$ cat src/rtl/demux5_8_reg.sv
// Registered 1-to-5 byte distributor. It steers a valid/ready byte stream into five lane registers and holds each completed frame until the consumer acknowledges it.
// Optional DEMUX5_AUTOINC_EN: an internal round-robin pointer picks the lane and select is ignored.
module demux5_8_reg #(
  parameter int unsigned WIDTH = 8,
  parameter int unsigned LANES = 5
) (
  input  logic             Clk,
  input  logic             Reset_n,
  input  logic [WIDTH-1:0] Din,
  input  logic             Din_valid,
  output logic             Din_ready,
  input  logic [2:0]       select,
  input  logic             Clear,
  input  logic             Frame_ack,
  output logic [WIDTH-1:0] Dout0,
  output logic [WIDTH-1:0] Dout1,
  output logic [WIDTH-1:0] Dout2,
  output logic [WIDTH-1:0] Dout3,
  output logic [WIDTH-1:0] Dout4,
  output logic [LANES-1:0] Lane_valid,
  output logic             Frame_done,
  output logic             Overwrite
);

  localparam int unsigned LANE_W = 3;

  typedef enum logic [1:0] {
    S_IDLE = 2'd0,
    S_FILL = 2'd1,
    S_HOLD = 2'd2
  } state_t;

  state_t             r_state;
  state_t             w_state_nxt;
  logic [LANES-1:0]   r_lane_valid;
  logic [LANES-1:0]   w_lane_valid_nxt;
  logic               r_frame_done;
  logic               w_frame_done_nxt;
  logic               r_overwrite;
  logic               w_overwrite_nxt;
  logic [WIDTH-1:0]   r_dout [LANES];
  logic [LANE_W-1:0]  w_lane;
  logic               w_ready;
  logic               w_wr;
  logic               w_hit;

  // Ready depends only on the state, so a held frame can never be disturbed.
  assign w_ready = (r_state != S_HOLD);
  assign w_wr    = Din_valid && w_ready && !Clear;
  assign w_hit   = r_lane_valid[w_lane];

`ifdef DEMUX5_AUTOINC_EN
  logic [LANE_W-1:0] r_ptr;
  logic [LANE_W-1:0] w_ptr_nxt;
  logic              w_unused_select;

  assign w_unused_select = ^select;
  assign w_lane          = r_ptr;

  // Round-robin lane pointer; it restarts whenever a frame is flushed or acknowledged.
  always_comb begin
    w_ptr_nxt = r_ptr;
    if (Clear) begin
      w_ptr_nxt = '0;
    end else if ((r_state == S_HOLD) && Frame_ack) begin
      w_ptr_nxt = '0;
    end else if (w_wr) begin
      w_ptr_nxt = (r_ptr == LANE_W'(LANES - 1)) ? '0 : r_ptr + LANE_W'(1);
    end
  end

  always_ff @(posedge Clk or negedge Reset_n) begin
    if (!Reset_n) begin
      r_ptr <= '0;
    end else begin
      r_ptr <= w_ptr_nxt;
    end
  end
`else
  // Select codes 4..7 all alias onto lane 4.
  assign w_lane = select[2] ? LANE_W'(4) : {1'b0, select[1:0]};
`endif

  // Next-state and output-pulse logic
  always_comb begin
    w_state_nxt      = r_state;
    w_lane_valid_nxt = r_lane_valid;
    w_frame_done_nxt = 1'b0;
    w_overwrite_nxt  = 1'b0;
    if (Clear) begin
      w_state_nxt      = S_IDLE;
      w_lane_valid_nxt = '0;
    end else begin
      unique case (r_state)
        S_IDLE: begin
          if (w_wr) begin
            w_lane_valid_nxt[w_lane] = 1'b1;
            w_state_nxt              = S_FILL;
          end
        end
        S_FILL: begin
          if (w_wr) begin
            if (w_hit) begin
              w_overwrite_nxt = 1'b1;
            end else begin
              w_lane_valid_nxt[w_lane] = 1'b1;
              if (w_lane_valid_nxt == {LANES{1'b1}}) begin
                w_state_nxt      = S_HOLD;
                w_frame_done_nxt = 1'b1;
              end
            end
          end
        end
        S_HOLD: begin
          if (Frame_ack) begin
            w_state_nxt      = S_IDLE;
            w_lane_valid_nxt = '0;
          end
        end
        default: begin
          w_state_nxt      = S_IDLE;
          w_lane_valid_nxt = '0;
        end
      endcase
    end
  end

  // Control state register
  always_ff @(posedge Clk or negedge Reset_n) begin
    if (!Reset_n) begin
      r_state      <= S_IDLE;
      r_lane_valid <= '0;
      r_frame_done <= 1'b0;
      r_overwrite  <= 1'b0;
    end else begin
      r_state      <= w_state_nxt;
      r_lane_valid <= w_lane_valid_nxt;
      r_frame_done <= w_frame_done_nxt;
      r_overwrite  <= w_overwrite_nxt;
    end
  end

  // Lane data: zeroed by Clear, retained across Frame_ack.
  always_ff @(posedge Clk or negedge Reset_n) begin
    if (!Reset_n) begin
      for (int i = 0; i < int'(LANES); i++) begin
        r_dout[i] <= '0;
      end
    end else if (Clear) begin
      for (int i = 0; i < int'(LANES); i++) begin
        r_dout[i] <= '0;
      end
    end else if (w_wr) begin
      r_dout[w_lane] <= Din;
    end
  end

  assign Din_ready  = w_ready;
  assign Dout0      = r_dout[0];
  assign Dout1      = r_dout[1];
  assign Dout2      = r_dout[2];
  assign Dout3      = r_dout[3];
  assign Dout4      = r_dout[4];
  assign Lane_valid = r_lane_valid;
  assign Frame_done = r_frame_done;
  assign Overwrite  = r_overwrite;

endmodule

$ cat config.mk
export PLATFORM = sky130hd
export DESIGN_NAME = demux5_8_reg
export DESIGN_NICKNAME = d
export VERILOG_FILES = /design/src/rtl/demux5_8_reg.sv
export SDC_FILE = /design/constraint.sdc
export NUM_CORES = 1
export LEC_CHECK = 0
export BUFFER_PORTS_ARGS = -buffer_cell sky130_fd_sc_hd__buf_2
export CORE_AREA = 2 2 72 67
export CTS_CLUSTER_DIAMETER = 120
export DETAILED_ROUTE_END_ITERATION = 7
export DIE_AREA = 0 0 74 69
export GPL_TIMING_DRIVEN = 0
export PLACE_DENSITY = 0.77
export SYNTH_ARGS = -nofsm -noshare
export SYNTH_HDL_FRONTEND = slang
export SYNTH_SLANG_ARGS = --single-unit
$ cat constraint.sdc
create_clock -name Clk -period 1.6 [get_ports Clk]
set_input_delay 0.24 -clock Clk [delete_from_list [all_inputs] [get_ports Clk]]
set_output_delay 0.24 -clock Clk [all_outputs]
set_load 0.01 [all_outputs]
==> out/qor.yml <==
portBuffers: 60
yosysMostFrequentCell: "dfrtp_1"
start_util_pct: 49.7
dpl.hpwl_um: 3390
tritoncts: "built"
yosysWarnings: 0
fin_ws_ns: 0.0723
wirelength_um: 4870
num-fill-cells: 364
avgSynthCellArea_sq_um: 11.4
start_kind: "flop"
met2_usage_pct: 33.0
finalSetupViolCount: 0
first_pass_iters: 4
rsz0062_at_grt: "false"
worstSetupPathType: "flop to flop"
ys_seq_elements: 49
setup_tns_ns: 0
async_flop_share_pct: 100
endpoint_kind: "flop"
ff2ff_path_depth: 4
finalHoldViolCount: 0
grt_first_pass_wirelength_um: 7940
power_density_mw_per_mm2: 844
clock-root-buffer: "clkbuf_8"
power_leakage_uw: 0.00160
clock_latency_ns: 0.30
ant_nets: 0
coreArea_sq_mm: 0.00435
synth_area_sq_mm: 0.00216
h-tree-depth: 2
yosys.area.top_type_share_pct: 56.8
antennaDiodeCount: 0
fin_crit_sh_pct: 95.5
antenna_found_initial: 0
cap_violations: 0
worstPathMaxFanout: 6
area_delta_synth_final_pct: 25.0
nets: 273
die_area_sq_mm: 0.00511
syn-num-nets: 205
slew_headroom_pct: 28.0
die_w_um: 74
clock_path_buffers: 2
drive_gt1_share_pct: 31.8
numCtsBuffers: 5
cp.required_ns: 1.81
synth_common_cells: "dfrtp_1 (49), nor2_1 (48), mux2i_1 (43), clkbuf_1 (7)"
grt_max_degree: 50
synth_area_leaders: "dfrtp_1 (57%), mux2i_1 (20%), nor2_1 (8.3%)"
row_count: 23
use_met1_pct: 25.8
dp_slack_ns: -0.200
remaining_drc_errors: 0
status: "finished clean"
hold_class: "input pin to async pin"
crit_arrival_ns: 1.74
peakVddDrop_mv: 0.600
synth_largest_area_cell: "dfrtp_1"
max_freq_mhz: 655
grt.busiest_layer: "met2"
yosysUniqueCellTypes: 29
cts.clk_slew.worst_paths_ns: 0.09
synthFlopType: "dfrtp_1"
seq_area_frac_synth_pct: 56.8
drv_slew: 0
grt_pass1_vias: 1662
numClockSinks: 49
clock_skew_ns: 0.00317
io_pins: 64
tightest_slew_ns: 1.08
layout_min_cycle_time_ns: 1.53
use_met3_pct: 6.58
wl_per_cell_um: 15.2
num_vias: 1660
post_drt_via_cell_ratio: 5.19
gr-usage-all-layers_pct: 20.4
place_congestion: 0.765
die_h_um: 69
grt_overflow: 0
dr.first_iter.drc_count: 48
synthCells: 189
synth_edf_count: 0
## sequential cells by signal, summed over array words and instances, names as in the netlist
register	count
Dout0	8
Dout1	8
Dout2	8
Dout3	8
Dout4	8
Frame_done	1
Lane_valid	5
Overwrite	1
r_state	2
## worst paths after layout
check,slack [ns],to,start
max reg2reg,0.07,r_state[1]$_DFFE_PN0P_,Lane_valid[0]$_DFFE_PN0P_
min reg2reg,0.52,Dout0[2]$_DFFE_PN0P_,Dout0[2]$_DFFE_PN0P_
min,0.12,Lane_valid[3]$_DFFE_PN0P_,Reset_n
max in group asynchronous,0.75,r_state[1]$_DFFE_PN0P_,Reset_n
max,0.07,r_state[1]$_DFFE_PN0P_,Lane_valid[0]$_DFFE_PN0P_
min in group Clk,0.21,r_state[0]$_DFFE_PN0P_,Clear
## metrics by stage
step / hold slack (ns) / power (uW) / instance area, sq um / utilization [%] / std cells
2_1_floorplan: -0.0556 / 1460 / 2160 / - / 189
3_3_place_gp: 0.501 / 1570 / 2540 / 58.4 / 311
3_5_place_dp: 0.497 / 1580 / 2540 / 58.4 / 311
4_1_cts: 0.169 / 2300 / 2700 / 62.1 / 321
5_1_grt: 0.217 / 2390 / 2700 / 62.1 / 320
6_report: 0.121 / 2280 / 2700 / 62.1 / 320
## final cells by class
| class | count | area, sq um | area share (%) |
|---|---|---|---|
| clock buffers | 7 | 76.3 | 2.83 |
| repair buffers | 62 | 328 | 12.1 |
| plain buffers | 10 | 52.6 | 1.95 |
| clock inverters | 1 | 7.51 | 0.278 |
| inverters | 3 | 11.3 | 0.417 |
| well taps | 62 | 77.6 | 2.87 |
| multi-input cells | 126 | 917 | 34.0 |
| flip-flops and latches | 49 | 1230 | 45.6 |
## critical path, cell delays in order (launching register included)
cell and delay (ns):
dfrtp_2 0.42, nand3_1 0.13, a221o_1 0.38, a311o_1 0.33, o31ai_2 0.19
## logic make-up after synthesis
logic type	after synthesis	synth area share, %
multiplexers	43	19.9
AND/OR/NAND/NOR	69	14.8
flip-flops	49	56.8
buffers and inverters	14	2.90
AO/OA/AOI/OAI	14	5.56
## power breakdown
part	internal (uW)	switching, uW
registers	1270	25.2
clock network	310	405
logic	100	167
total	1680	597
## per-layer routing
layer,up-vias,share of wire (%)
li1,791,-
met1,811,44
met2,53,48
met3,5,7.2
met4,0,1.2
met5,-,0
## what timing repair did
| item | 4_1_cts | 5_1_grt |
|---|---|---|
| hold buffers | 0 | 0 |
| setup endpoints to repair | 33 | 40 |
| gates resized for setup | 7 | 7 |
| setup buffers | 2 | 0 |
| pin swaps | 0 | 0 |
## layout by cell type, fill, tap and decap left out, drive strengths merged, types with 2 or more instances in the layout
| cell | netlist | final |
|---|---|---|
| nand4 | 5 | 5 |
| a21oi | 3 | 3 |
| clkbuf | 7 | 13 |
| dfrtp | 49 | 49 |
| nor3 | 2 | 2 |
| mux2i | 43 | 43 |
| nand2b | 2 | 2 |
| nand2 | 4 | 4 |
| a32o | 2 | 2 |
| nor2 | 48 | 48 |
| inv | 3 | 3 |
| nand3 | 5 | 5 |
| buf | 4 | 66 |
No activity file was read; power rests on OpenSTA's default activity.
